## src/rtl/i2c_trace_buffer_pkg.sv

```systemverilog
// Shared types and helpers for the I2C trace buffer: entry type codes,
// entry field positions, decoder state encodings and an entry packer.
package i2c_trace_pkg;

    typedef enum logic [1:0] {
        TRC_START     = 2'b00,
        TRC_STOP      = 2'b01,
        TRC_BYTE_ACK  = 2'b10,
        TRC_BYTE_NACK = 2'b11
    } trc_type_e;

    typedef enum logic [1:0] {
        IDLE = 2'b00,
        BITS = 2'b01,
        ACK  = 2'b10
    } dec_state_e;

    localparam int unsigned ENT_WIDTH    = 32;
    localparam int unsigned ENT_TYPE_LSB = 30;
    localparam int unsigned ENT_DATA_LSB = 16;
    localparam int unsigned ENT_TS_LSB   = 0;

    // Pack one log entry; bits [29:24] are always zero.
    function automatic logic [ENT_WIDTH-1:0] trc_make_entry(
        input trc_type_e   kind,
        input logic [7:0]  data,
        input logic [15:0] ts
    );
        logic [ENT_WIDTH-1:0] ent;
        ent = 32'd0;
        ent[ENT_TYPE_LSB +: 2] = kind;
        ent[ENT_DATA_LSB +: 8] = data;
        ent[ENT_TS_LSB +: 16]  = ts;
        return ent;
    endfunction

endpackage

```

## src/rtl/i2c_trace_buffer_fifo.sv

```systemverilog
// First-word-fall-through FIFO for trace entries. Pop is ignored when empty;
// push is accepted when not full or when a pop frees a slot in the same cycle.
// Clear has priority over push and pop.
module i2c_trace_fifo
    import i2c_trace_pkg::*;
#(
    parameter int DEPTH = 16,
    parameter int WIDTH = ENT_WIDTH
) (
    input  logic                       clk,
    input  logic                       rst_n,
    input  logic                       clear,
    input  logic                       push,
    input  logic                       pop,
    input  logic [WIDTH-1:0]           wdata,
    output logic [WIDTH-1:0]           rdata,
    output logic [$clog2(DEPTH):0]     count,
    output logic                       full,
    output logic                       empty
);
    localparam int AW = $clog2(DEPTH);
    localparam int CW = AW + 1;

    logic [WIDTH-1:0] mem_r [DEPTH];
    logic [AW-1:0]    wr_ptr_r;
    logic [AW-1:0]    rd_ptr_r;
    logic [CW-1:0]    count_r;
    logic             do_push_s;
    logic             do_pop_s;

    assign empty     = (count_r == CW'(0));
    assign full      = (count_r == CW'(DEPTH));
    assign do_pop_s  = pop & ~empty;
    assign do_push_s = push & (~full | do_pop_s);
    assign count     = count_r;

    // Pointer and occupancy bookkeeping.
    always_ff @(posedge clk or negedge rst_n) begin
        if (!rst_n) begin
            wr_ptr_r <= '0;
            rd_ptr_r <= '0;
            count_r  <= '0;
        end else if (clear) begin
            wr_ptr_r <= '0;
            rd_ptr_r <= '0;
            count_r  <= '0;
        end else begin
            if (do_push_s) wr_ptr_r <= wr_ptr_r + AW'(1);
            if (do_pop_s)  rd_ptr_r <= rd_ptr_r + AW'(1);
            case ({do_push_s, do_pop_s})
                2'b10:   count_r <= count_r + CW'(1);
                2'b01:   count_r <= count_r - CW'(1);
                default: count_r <= count_r;
            endcase
        end
    end

    // Entry storage; unwritten slots are never visible because of the empty mux.
    always_ff @(posedge clk) begin
        if (do_push_s && !clear) begin
            mem_r[wr_ptr_r] <= wdata;
        end
    end

    // Head entry presented directly from storage, forced to zero when empty.
    always_comb begin
        if (empty) begin
            rdata = '0;
        end else begin
            rdata = mem_r[rd_ptr_r];
        end
    end

endmodule

```

## src/rtl/i2c_trace_buffer.sv

```systemverilog
// Passive I2C monitor: decodes START/STOP/byte events from synchronised
// SDA/SCL, timestamps them into a FWFT FIFO and pulses a match trigger.
module i2c_trace_buffer
    import i2c_trace_pkg::*;
#(
    parameter int DEPTH    = 16,
    parameter int PRESCALE = 1
) (
    input  logic                       i_sys_clk,
    input  logic                       i_rst_n,
    input  logic                       i_enable,
    input  logic                       i_clear,
    input  logic                       i_sda_in,
    input  logic                       i_scl_in,
    input  logic                       i_rd_en,
    input  logic                       i_match_en,
    input  logic [7:0]                 i_match_byte,
    output logic [31:0]                o_entry,
    output logic                       o_valid,
    output logic [$clog2(DEPTH):0]     o_count,
    output logic                       o_overflow,
    output logic                       o_trigger
);
    localparam int               PW       = (PRESCALE > 1) ? $clog2(PRESCALE) : 1;
    localparam logic [PW-1:0]    PRE_LAST = PW'(PRESCALE - 1);

    logic        sda_q_r, scl_q_r;
    dec_state_e  state_r, state_n_s;
    logic [2:0]  bit_cnt_r, bit_cnt_n_s;
    logic [7:0]  data_r, data_n_s;
    logic [15:0] ts_r;
    logic [PW-1:0] pre_r;
    logic        overflow_r, trigger_r;
    logic        start_s, stop_s, rise_s;
    logic        log_s, byte_evt_s, push_s;
    logic [31:0] entry_s;
    logic        fifo_full_s, fifo_empty_s;

    assign start_s = scl_q_r & i_scl_in & sda_q_r & ~i_sda_in;
    assign stop_s  = scl_q_r & i_scl_in & ~sda_q_r & i_sda_in;
    assign rise_s  = ~scl_q_r & i_scl_in;
    // The decoder always runs; only storing the entry depends on enable.
    assign push_s  = log_s & i_enable;

    // Registered copies of the bus lines for edge detection.
    always_ff @(posedge i_sys_clk or negedge i_rst_n) begin
        if (!i_rst_n) begin
            sda_q_r <= 1'b1;
            scl_q_r <= 1'b1;
        end else begin
            sda_q_r <= i_sda_in;
            scl_q_r <= i_scl_in;
        end
    end

    // Decoder state register; clear deliberately leaves framing intact.
    always_ff @(posedge i_sys_clk or negedge i_rst_n) begin
        if (!i_rst_n) begin
            state_r   <= IDLE;
            bit_cnt_r <= 3'd0;
            data_r    <= 8'd0;
        end else begin
            state_r   <= state_n_s;
            bit_cnt_r <= bit_cnt_n_s;
            data_r    <= data_n_s;
        end
    end

    // Decoder next state and the entry to log this cycle.
    always_comb begin
        state_n_s   = state_r;
        bit_cnt_n_s = bit_cnt_r;
        data_n_s    = data_r;
        log_s       = 1'b0;
        byte_evt_s  = 1'b0;
        entry_s     = 32'd0;
        if (stop_s) begin
            state_n_s   = IDLE;
            bit_cnt_n_s = 3'd0;
            log_s       = 1'b1;
            entry_s     = trc_make_entry(TRC_STOP, 8'd0, ts_r);
        end else if (start_s) begin
            state_n_s   = BITS;
            bit_cnt_n_s = 3'd0;
            log_s       = 1'b1;
            entry_s     = trc_make_entry(TRC_START, 8'd0, ts_r);
        end else if (rise_s) begin
            case (state_r)
                IDLE: begin
                    state_n_s = IDLE;
                end
                BITS: begin
                    data_n_s    = {data_r[6:0], i_sda_in};
                    bit_cnt_n_s = bit_cnt_r + 3'd1;
                    if (bit_cnt_r == 3'd7) begin
                        state_n_s = ACK;
                    end else begin
                        state_n_s = BITS;
                    end
                end
                ACK: begin
                    state_n_s   = BITS;
                    bit_cnt_n_s = 3'd0;
                    log_s       = 1'b1;
                    byte_evt_s  = 1'b1;
                    if (i_sda_in) begin
                        entry_s = trc_make_entry(TRC_BYTE_NACK, data_r, ts_r);
                    end else begin
                        entry_s = trc_make_entry(TRC_BYTE_ACK, data_r, ts_r);
                    end
                end
                default: begin
                    state_n_s   = IDLE;
                    bit_cnt_n_s = 3'd0;
                end
            endcase
        end else begin
            state_n_s = state_r;
        end
    end

    // Free-running timestamp with prescale divider; wraps silently.
    always_ff @(posedge i_sys_clk or negedge i_rst_n) begin
        if (!i_rst_n) begin
            ts_r  <= 16'd0;
            pre_r <= '0;
        end else if (i_clear) begin
            ts_r  <= 16'd0;
            pre_r <= '0;
        end else if (pre_r == PRE_LAST) begin
            ts_r  <= ts_r + 16'd1;
            pre_r <= '0;
        end else begin
            pre_r <= pre_r + PW'(1);
        end
    end

    // Sticky overflow: a push was refused because no slot was free.
    always_ff @(posedge i_sys_clk or negedge i_rst_n) begin
        if (!i_rst_n) begin
            overflow_r <= 1'b0;
        end else if (i_clear) begin
            overflow_r <= 1'b0;
        end else if (push_s && fifo_full_s && !i_rd_en) begin
            overflow_r <= 1'b1;
        end
    end

    // Byte-match breakpoint pulse, independent of enable and FIFO state.
    always_ff @(posedge i_sys_clk or negedge i_rst_n) begin
        if (!i_rst_n) begin
            trigger_r <= 1'b0;
        end else begin
            trigger_r <= byte_evt_s & i_match_en & (data_r == i_match_byte);
        end
    end

    i2c_trace_fifo #(
        .DEPTH (DEPTH),
        .WIDTH (32)
    ) u_fifo (
        .clk   (i_sys_clk),
        .rst_n (i_rst_n),
        .clear (i_clear),
        .push  (push_s),
        .pop   (i_rd_en),
        .wdata (entry_s),
        .rdata (o_entry),
        .count (o_count),
        .full  (fifo_full_s),
        .empty (fifo_empty_s)
    );

    assign o_valid    = ~fifo_empty_s;
    assign o_overflow = overflow_r;
    assign o_trigger  = trigger_r;

endmodule

```

## config.mk

```make
export PLATFORM = sky130hd
export DESIGN_NAME = i2c_trace_buffer
export DESIGN_NICKNAME = d
export VERILOG_FILES = /design/src/rtl/i2c_trace_buffer_pkg.sv /design/src/rtl/i2c_trace_buffer_fifo.sv /design/src/rtl/i2c_trace_buffer.sv
export SDC_FILE = /design/constraint.sdc
export NUM_CORES = 1
export LEC_CHECK = 0
export ABC_CLOCK_PERIOD_IN_PS = 5230
export BUFFER_PORTS_ARGS = -buffer_cell sky130_fd_sc_hd__buf_2
export CAP_MARGIN = 20
export CORE_ASPECT_RATIO = 0.75
export CORE_UTILIZATION = 60
export DETAILED_ROUTE_END_ITERATION = 8
export GPL_TIMING_DRIVEN = 0
export PLACE_DENSITY = 0.75
export SYNTH_ARGS = -nofsm -noshare
export SYNTH_HDL_FRONTEND = slang
export SYNTH_SLANG_ARGS = --single-unit
```

## constraint.sdc

```tcl
create_clock -name i_sys_clk -period 5.23 [get_ports i_sys_clk]
set_clock_uncertainty 0.2 [all_clocks]
set_input_delay 0 -clock i_sys_clk [delete_from_list [all_inputs] [get_ports i_sys_clk]]
set_output_delay 0 -clock i_sys_clk [all_outputs]
set_load 0.05 [all_outputs]
```

Word-level counts from Yosys, hierarchy flattened
Memories as Yosys holds them, arrays and structs flattened.
Cells that the tools add are included.

cells by class
  bitwise logic cells = 19
  $add $sub $neg = 7
  divide/modulo/power cells = 0
  multipliers = 0
  equality and inequality tests = 9
  shift operators = 0
  reduce and logical (&&, ||, !) cells = 14
  $lt $le $gt $ge = 0
  mux-type cells = 35

operators by type and width
  cell                     count
  $mux W32                 5
  $mux W16                 2
  $mux W31                 1
  $add A16 B1 Y16 const B  1
  $mux W4                  4
  $mux W1                  12
  $and A1 B1 Y1            11
  $pmux W5 S2              1
  $mux W3                  3
  $add A4 B1 Y4 const B    2
  $eq A8 B8 Y1             1
  $mux W2                  4
  $not A1 Y1               7
  $pmux W3 S2              1
  $reduce_bool A2 Y1       3
  $reduce_bool A3 Y1       2
  $add A5 B1 Y5 const B    1
  $eq A5 B5 Y1 const B     1
  $logic_not A5 Y1         1
  $mux W5                  1
  $sub A5 B1 Y5 const B    1
  $eq A2 B1 Y1 const B     2
  $eq A2 B2 Y1 const B     2
  $pmux W2 S2              1
  other kinds (11)         14

storage, ports and cells
  bits in read-only memories = 0
  output and inout bits = 40
  logic and storage cells = 97
  bits in latches = 0
  memories kept = 1
  input port bits = 16
  memory bits (writable) = 512
  flip-flop bits (word level) = 47

memories
  memory        depth  bits a word  rd ports  clocked after Yosys merged registers in  write ports  RTL line                     RTL
  u_fifo.mem_r  16     32           1         0                                        1            i2c_trace_buffer_fifo.sv:24  logic [WIDTH-1:0] mem_r [DEPTH];

Longest topological paths before layout
Gate-level depths: netlist of the first run.

  word-level depth = 10
  depth in mapped cells = 11
  gate-level depth less buffers = 11

Hierarchy
Synthesis of the first run repeated with hierarchy kept, for this count alone.

second synthesis, totals
  cells, all modules = 1089
  area total of the unflattened synthesis = 22202.5 um^2

modules (own cells, without submodules)
  module            area each (um^2)  cells an instance  instances  seq. area each (um^2)
  i2c_trace_fifo    20359.5           904                1          15700.1
  i2c_trace_buffer  1843.0            185                1          828.3

Worst setup path before layout of the first run
OpenSTA, ideal clock, no wires.

  path kind = register to register
  start point = reg scl_q_r
  end point = mem u_fifo.mem_r[0][0], enable pin
  arrival time = 3.406 ns
  setup slack = 1.183 ns
  setup time = 0.442 ns
  buffers on the path = 1
  required time = 4.588 ns
  stages on the path, launching flop included = 7
  period minus slack after synthesis = 4.047 ns
  cells stage by stage = dfstp_2 > clkbuf_1 > nor2_1 > a211o_1 > nor3_1 > nand2_1 > nor3_1

on the way
  longest elaborated chain between the ends = 10
  elaborated cells between the ends (all ways) = 15
  those cells by class = mux (5); bitwise (9); reduce/logical (1)

ends and longest elaborated chain
  item                                                RTL line                                                                RTL
  from (decl)                                         i2c_trace_buffer.sv:27                                                  logic sda_q_r, scl_q_r;
  from (signal assigned)                              i2c_trace_buffer.sv:52                                                  scl_q_r <= i_scl_in;
  $and A1 B1 Y1 / $not A1 Y1 (equally long branches)  i2c_trace_buffer.sv:39, i2c_trace_buffer.sv:40, i2c_trace_buffer.sv:41
  $and A1 B1 Y1, on equally long branches             i2c_trace_buffer.sv:39, i2c_trace_buffer.sv:41
  $and A1 B1 Y1 / $mux W1 (equally long branches)     i2c_trace_buffer.sv:39, i2c_trace_buffer.sv:87
  $mux W1                                             i2c_trace_buffer.sv:82                                                  end else if (start_s) begin
  $mux W1 (*)                                         i2c_trace_buffer.sv:77                                                  if (stop_s) begin
  $and A1 B1 Y1 (*)                                   i2c_trace_buffer.sv:43                                                  assign push_s = log_s & i_enable;
  $and A1 B1 Y1 (*)                                   i2c_trace_buffer_fifo.sv:34                                             assign do_push_s = push & (~full | do_pop_s);
  $logic_and A1 B1 Y1 (*)                             i2c_trace_buffer_fifo.sv:60                                             if (do_push_s && !clear) begin
  $mux W1 (*)                                         i2c_trace_buffer_fifo.sv:60
  $mux W1 (not written as such) (*)                   i2c_trace_buffer_fifo.sv:61                                             mem_r[wr_ptr_r] <= wdata;
  to (decl)                                           i2c_trace_buffer_fifo.sv:24

Every way passes the cells marked *; elsewhere a longest branch is shown, timed or not.

Worst setup path after layout of the first run
  start point = reg u_fifo.rd_ptr_r[1]
  end point = out o_entry[30]

on the way
  longest elaborated chain between the ends = 2

ends and longest elaborated chain
  item                    RTL line                     RTL
  from (decl)             i2c_trace_buffer_fifo.sv:26  logic [AW-1:0] rd_ptr_r;
  from (signal assigned)  i2c_trace_buffer_fifo.sv:49  if (do_pop_s) rd_ptr_r <= rd_ptr_r + AW'(1);
  $mem_v2 Z16 W32         n/a
  $mux W32                i2c_trace_buffer_fifo.sv:67  if (empty) begin
  to (decl)               i2c_trace_buffer.sv:18       output logic [31:0] o_entry,

No other way between the ends.

==> results.py, run 1 <==
metrics = {
    "route": {
        "post_drt_wl_per_cell_um": 28.1,
        "routed_via_density": 6.30,
        "drtPass1Iterations": 5,
        "ant_nets": 0,
        "first_iter_violations": 966,
        "wl_um": 41000,
        "drt_drc_violations_left": 0,
        "vias": 9192,
    },
    "outcome": {
        "status": "completed",
    },
    "setup_path": {
        "timing.rr.end": "u_fifo.mem_r[0][4]",
        "reg2reg_slack_ns": 1.50,
        "arrival_ns": 3.66,
        "crit_slowest_cell": "buf_1",
        "slowest_delay_ns": 0.73,
        "worst-setup-path-type": "reg -> out",
        "cp_top_family": "buffers and inverters",
        "timing.rr.start": "scl_q_r",
        "endpoint_kind": "output port",
        "crit_chain": "clkbuf_1, buf_2, buf_1, mux4_2, mux4_2, and2_1, buf_2",
        "start_kind": "flop",
        "path_max_fanout": 10,
        "critical_path_buf_inv_count": 4,
        "required_ns": 5.03,
        "r2r_cells": 8,
    },
    "pwr": {
        "vdd_ir_drop_max_mv": 0.384,
        "total_power_w": 0.00936,
        "powerDensity_mw_per_mm2": 438,
        "p_leak_nw": 7.45,
    },
    "place": {
        "gp_congestion": 0.767,
        "hpwl_um": 25300,
        "port_buffers": 49,
    },
    "clock_tree": {
        "numCtsBuffers": 43,
        "clock_sinks": 462,
        "clkTransAtPathRegs_ns": 0.06,
        "cts_tree": "yes",
        "clockBufferDepth": 3,
        "clk_latency_ns": 0.56,
        "cts_resized": 0,
        "h-tree-depth": 2,
        "clock-root-buffer": "clkbuf_16",
    },
    "floorplanning": {
        "pin_count": 56,
        "initial_core_util_pct": 61.1,
        "placementRows": 55,
        "fp.dieW_um": 205,
        "die_h_um": 154,
        "die_area_mm2": 0.0315,
        "core-area_mm2": 0.0302,
    },
    "synth": {
        "synth_ff_type": "edfxtp_1",
        "ys_types": 47,
        "synth_top_area_cell": "edfxtp_1",
        "syn_inst": 888,
        "ys_seq_area_share_pct": 73.9,
        "synthTopCellsByArea": "edfxtp_1 (68%), mux4_2 (16%), dfrtp_1 (6.0%)",
        "syn_area_per_cell_um2": 20.8,
        "synth_seq_cells": 462,
        "synth-async-reset-ratio_pct": 9.96,
        "ys_warn_count": 0,
        "synth_top_area_share_pct": 67.7,
        "synth.cell_area_mm2": 0.0185,
        "synth_enable_flop_cells": 416,
    },
    "global_routing": {
        "grt_pass1_vias": 9155,
        "grt_overflow": 0,
        "track_usage_pct": 27.4,
        "grt_pass1_wl_um": 60000,
        "antenna_found_initial": 0,
        "grt_max_degree": 47,
    },
    "cells_and_area": {
        "nets": 1060,
        "syn_to_final_growth_pct": 15.7,
        "drive_above_1_share_pct": 30.7,
        "n_fill_cell": 1825,
        "n_antenna_cell": 0,
    },
    "min_path": {
        "hp-class": "in -> reg",
        "holdPathStages": 5,
        "min_to": "o_trigger",
        "hp-start": "i_match_byte[5]",
    },
    "sta": {
        "slew_headroom_pct": 32.1,
        "fmaxAchievable_mhz": 259,
        "fin_crit_ns": 3.86,
        "setup_violations": 0,
        "fin_crit_sh_pct": 73.8,
        "hold_ws_ns": 0.0772,
        "rsz0062_at_grt": "false",
        "worst_slew_pin_slew_ns": 1.01,
        "hold_viol": 0,
        "maxSlewViolCount": 0,
    },
    "job": {
        "cap_violations": 0,
    },
}
==> registers in the layout, indices dropped and copies added (netlist names), 2 cells and up <==
register / count
u_fifo.rd_ptr_r: 4
u_fifo.mem_r: 416
u_fifo.wr_ptr_r: 4
state_r: 2
bit_cnt_r: 3
ts_r: 16
u_fifo.count: 5
data_r: 8
==> per-stage QoR <==
step | instances | setup TNS, ns | setup slack (ns) | cell area (µm²) | utilization [%]
2_1_floorplan | 893 | 0 | 1.18 | 18500 | -
3_3_place_gp | 1341 | -148.46 | -1.43 | 19200 | 63.6
3_5_place_dp | 1366 | 0 | 1.53 | 19800 | 65.5
4_1_cts | 1455 | 0 | 1.34 | 21300 | 70.5
5_1_grt | 1459 | 0 | 1.28 | 21400 | 70.7
6_report | 1459 | 0 | 1.37 | 21400 | 70.7
==> cell usage after synthesis, drive strengths merged (2+ instances only) <==
library cell,count
nand2b,3
nor2,42
and2,50
xnor2,15
inv,7
a22o,3
dfrtp,44
nor3,10
edfxtp,416
buf,24
or3,2
a211o,2
mux4,130
nor3b,2
o21ai,6
nand3,11
a21oi,7
ha,15
nor4,3
nor2b,4
mux2,13
and3,3
nand2,20
clkbuf,24
dfstp,2
a21o,2
xor2,14
==> worst max path at each step <==
stage,startpoint,endpoint,cells after the start
floorplan,scl_q_r,u_fifo.mem_r[0][0],6
global placement,scl_q_r,u_fifo.mem_r[0][4],6
detailed placement,scl_q_r,u_fifo.mem_r[0][4],8
CTS,u_fifo.rd_ptr_r[1],o_entry[16],7
global route,scl_q_r,u_fifo.mem_r[0][4],8
finish,u_fifo.rd_ptr_r[1],o_entry[30],7
==> routing by layer <==
layer / part of all wire [%] / track usage, % / routed length (µm)
met4: 1.6 / 7.00 / 636
met1: 42 / 41.8 / 17400
met2: 46 / 41.0 / 19000
met3: 9.8 / 5.85 / 4030
met5: 0 / 0 / 0
==> cells in the final DEF (no fill, tap or decap), types with 3 or more instances in the layout <==
| cell | Yosys | layout |
|---|---|---|
| nand2_1 | 20 | 20 |
| a22o_1 | 3 | 3 |
| xnor2_1 | 15 | 15 |
| o21ai_0 | 5 | 5 |
| buf_2 | 8 | 57 |
| buf_1 | 5 | 5 |
| nor2_1 | 41 | 29 |
| nor2_4 | 0 | 12 |
| buf_8 | 0 | 8 |
| nor4_1 | 3 | 3 |
| clkbuf_1 | 24 | 30 |
| mux2_4 | 3 | 3 |
| buf_6 | 0 | 7 |
| mux4_2 | 130 | 130 |
| clkinv_2 | 0 | 6 |
| xor2_1 | 14 | 14 |
| and3_1 | 3 | 3 |
| nand3_1 | 11 | 11 |
| nor2b_1 | 4 | 4 |
| nor3_1 | 10 | 6 |
| conb_1 | 1 | 6 |
| clkinvlp_4 | 0 | 3 |
| mux2_2 | 10 | 10 |
| clkbuf_8 | 0 | 4 |
| buf_4 | 11 | 11 |
| nand2b_1 | 3 | 3 |
| buf_16 | 0 | 5 |
| ha_1 | 15 | 15 |
| inv_1 | 7 | 7 |
| edfxtp_1 | 416 | 416 |
| clkinv_1 | 0 | 8 |
| a21oi_1 | 7 | 7 |
| and2_1 | 50 | 50 |
| buf_12 | 0 | 8 |
| nor3_2 | 0 | 4 |
| dfrtp_1 | 44 | 44 |
| dlygate4sd3_1 | 0 | 13 |
| clkbuf_16 | 0 | 45 |
| bufinv_16 | 0 | 3 |
==> worst min-delay path: stages <==
cell	delay [ns]
buf_2	0.08
xnor2_1	0.05
nand3_1	0.07
nor3_1	0.04
dlygate4sd3_1	0.54
==> logic make-up (layout without fill, tap and decap cells) <==
group	Yosys count	after routing	share of synthesized area (%)
adder cells (fa/ha/maj)	16	16	1.13
AO/OA/AOI/OAI	24	24	0.895
buffers and inverters	55	222	1.40
multiplexers	144	144	16.8
XOR/XNOR	29	29	1.38
AND/OR/NAND/NOR	157	157	4.51
flip-flops	462	462	73.9
other	1	6	0.0203
==> repair_timing <==
action	4_1_cts	5_1_grt
buffers inserted	0	0
hold buffers	12	1
endpoints found under the setup margin	0	0
endpoints found under the hold margin	71	16
==> where the power goes <==
| group | switching (W) | leakage, nW | internal [W] |
|---|---|---|---|
| clock network | 0.00132 | 0.678 | 0.00178 |
| registers | 0.0000586 | 4.73 | 0.00402 |
| logic | 0.00135 | 2.04 | 0.000845 |
==> final cells by class <==
cell class | instances | area, µm² | area share, %
Inverter | 7 | 26.3 | 0.123
Clock buffer | 55 | 1200 | 5.64
Timing Repair Buffer | 90 | 872 | 4.08
Buffer | 48 | 231 | 1.08
Multi-Input combinational cell | 376 | 4690 | 21.9
Tap cell | 399 | 499 | 2.34
Clock inverter | 22 | 190 | 0.891
Sequential cell | 462 | 13600 | 63.9
Power figures use the tool's default switching activity.
==> run 2, diff against run 1 <==
Settings changed: ABC_CLOCK_PERIOD_IN_PS 5230 to 3950.
Clock period 5.23 ns to 3.95 ns, I/O delays scaled along.
==> run 2 against run 1 <==
  * Worst setup slack lost 1.2 ns
  * Global-route usage shrank 0.34 points
  * Via count grew 0.22%
  * Utilization rose by 0.51 points
  * Die area did not move
  * Power is 34% higher
  * Largest cell class unchanged
  * First-iteration DRC count shrank 2.1%
  * Critical path depth stayed put
  * Count of clock-buffer cells in the layout increased by 1
  * Register-to-register slack worse by 1.3 ns
==> results.py, run 2 (synthesis results as in run 1) <==
metrics = {
    "outcome": {
        "status": "completed",
    },
    "setup_path": {
        "worst-setup-path-type": "reg -> out",
        "endpoint_kind": "output port",
        "arrival_ns": 3.62,
        "path_max_fanout": 10,
        "r2r_cells": 10,
        "reg2reg_slack_ns": 0.25,
        "start_kind": "flop",
        "setup.worst_path.start": "u_fifo.rd_ptr_r[1]",
        "required_ns": 3.75,
        "timing.rr.end": "u_fifo.count[4]",
        "timing.rr.start": "scl_q_r",
        "crit_end": "o_entry[16]",
    },
    "clock_tree": {
        "numCtsBuffers": 43,
        "cts_tree": "yes",
        "clock-root-buffer": "clkbuf_16",
        "clk_latency_ns": 0.56,
        "clock_sinks": 462,
        "clockBufferDepth": 3,
        "clkTransAtPathRegs_ns": 0.06,
        "h-tree-depth": 2,
    },
    "min_path": {
        "hp-class": "in -> reg",
    },
    "sta": {
        "fin_crit_ns": 3.82,
        "worst_slew_pin_slew_ns": 1.05,
        "rsz0062_at_grt": "false",
        "setup_slack_ns": 0.131,
        "fmaxAchievable_mhz": 262,
        "fin_crit_sh_pct": 96.7,
        "slew_headroom_pct": 30.0,
        "setup_tns_ns": 0,
        "hold_viol": 0,
        "hold_ws_ns": 0.136,
        "setup_violations": 0,
        "maxSlewViolCount": 0,
    },
    "pwr": {
        "p_seq_share_pct": 43.0,
        "internal_power_w": 0.00896,
        "vdd_ir_drop_max_mv": 0.485,
        "p_leak_nw": 7.48,
        "combPwrFrac_pct": 23.1,
        "clockPowerShare_pct": 33.9,
        "powerDensity_mw_per_mm2": 583,
        "swShare_pct": 28.5,
        "p_switching_w": 0.00358,
    },
    "route": {
        "routed_via_density": 6.31,
        "vias": 9212,
        "ant_nets": 0,
        "wl_um": 40800,
        "post_drt_wl_per_cell_um": 27.9,
        "first_iter_violations": 946,
        "drt_drc_violations_left": 0,
        "drtPass1Iterations": 5,
    },
    "floorplanning": {
        "placementRows": 55,
        "die_area_mm2": 0.0315,
        "die_h_um": 154,
        "core-area_mm2": 0.0302,
        "initial_core_util_pct": 61.1,
        "pin_count": 56,
        "fp.dieW_um": 205,
    },
    "global_routing": {
        "grtUsageMet3_pct": 6.02,
        "met1_usage_pct": 41.3,
        "grt_max_degree": 27,
        "grt_overflow": 0,
        "gr-usage-met2_pct": 40.0,
        "antenna_found_initial": 0,
        "grt_pass1_wl_um": 59900,
        "track_usage_pct": 27.0,
        "grt_pass1_vias": 9447,
        "gr-max-usage-layer": "met1",
    },
    "cells_and_area": {
        "top_register": "u_fifo.mem_r",
        "largest_reg_flops": 416,
        "final_area_mm2": 0.0215,
        "n_antenna_cell": 0,
        "n_fill_cell": 1770,
        "layout_common_cells": "edfxtp_1 (416), mux4_2 (130), buf_2 (57)",
        "drive_above_1_share_pct": 30.8,
        "biggestRegsByFlops": "u_fifo.mem_r x416, ts_r x16, data_r x8",
        "nets": 1059,
        "syn_to_final_growth_pct": 16.5,
        "fin_cells": 1461,
        "final_common_cell": "edfxtp_1",
    },
    "place": {
        "post_dp_cell_area_mm2": 0.0198,
        "pre_cts_slack_ns": 0.234,
        "hpwl_um": 25200,
        "port_buffers": 49,
        "placed_cells": 1360,
        "gp_congestion": 0.763,
    },
    "job": {
        "cap_violations": 0,
    },
}
==> run 2: repair_timing <==
action	4_1_cts	5_1_grt
resized for setup	0	5
setup endpoints to repair	0	32
endpoints found under the hold margin	71	0
buffers inserted	0	6
hold buffers	14	0
==> run 2: power by group through the flow <==
| stage | Combinational, W | Sequential [W] | Clock [W] |
|---|---|---|---|
| after floorplan | 0.00211 | 0.00554 | 0 |
| after global placement | 0.00285 | 0.00550 | 0 |
| after detailed placement | 0.00289 | 0.00550 | 0 |
| after CTS | 0.00292 | 0.00539 | 0.00431 |
| after global routing | 0.00308 | 0.00540 | 0.00447 |
| final | 0.00290 | 0.00539 | 0.00425 |
==> run 2: worst min-delay path by stage <==
stage,from,to,slack [ns],cells past startpoint
2_1_floorplan,i_rst_n,bit_cnt_r[0],-0.50,0
3_3_place_gp,i_sda_in,sda_q_r,-0.05,1
3_5_place_dp,i_rst_n,ts_r[13],-0.19,1
4_1_cts,i_match_byte[3],o_trigger,0.07,5
5_1_grt,i_scl_in,state_r[0],0.14,3
6_report,i_scl_in,state_r[0],0.14,3
==> run 2: critical path, stage by stage (launching register included) <==
cell      delay (ns)
dfrtp_1         0.36
clkbuf_1        0.31
buf_2           0.34
clkbuf_1        0.76
mux4_2          0.42
mux4_2          0.51
and2_1          0.17
buf_2           0.20
==> run 2: per-stage QoR <==
| step | total power [W] | util [%] |
|---|---|---|
| after floorplan | 0.00765 | - |
| after global placement | 0.00834 | 63.7 |
| after detailed placement | 0.00838 | 65.6 |
| after CTS | 0.0126 | 70.9 |
| after global routing | 0.0130 | 71.2 |
| final | 0.0125 | 71.2 |
==> run 2: layout make-up <==
type	count	area, µm²	area share (%)
Inverter	7	26.3	0.122
Buffer	48	233	1.08
Multi-Input combinational cell	376	4720	22.0
Sequential cell	462	13600	63.4
Clock inverter	24	303	1.41
Timing Repair Buffer	89	936	4.35
Tap cell	399	499	2.32
Clock buffer	56	1140	5.32
==> run 2: layer usage <==
layer  up-vias  wire [µm]
met5         -         72
met4         2        851
met3        77       4000
met2       490      18800
met1      4774      17100
li1       3869          -
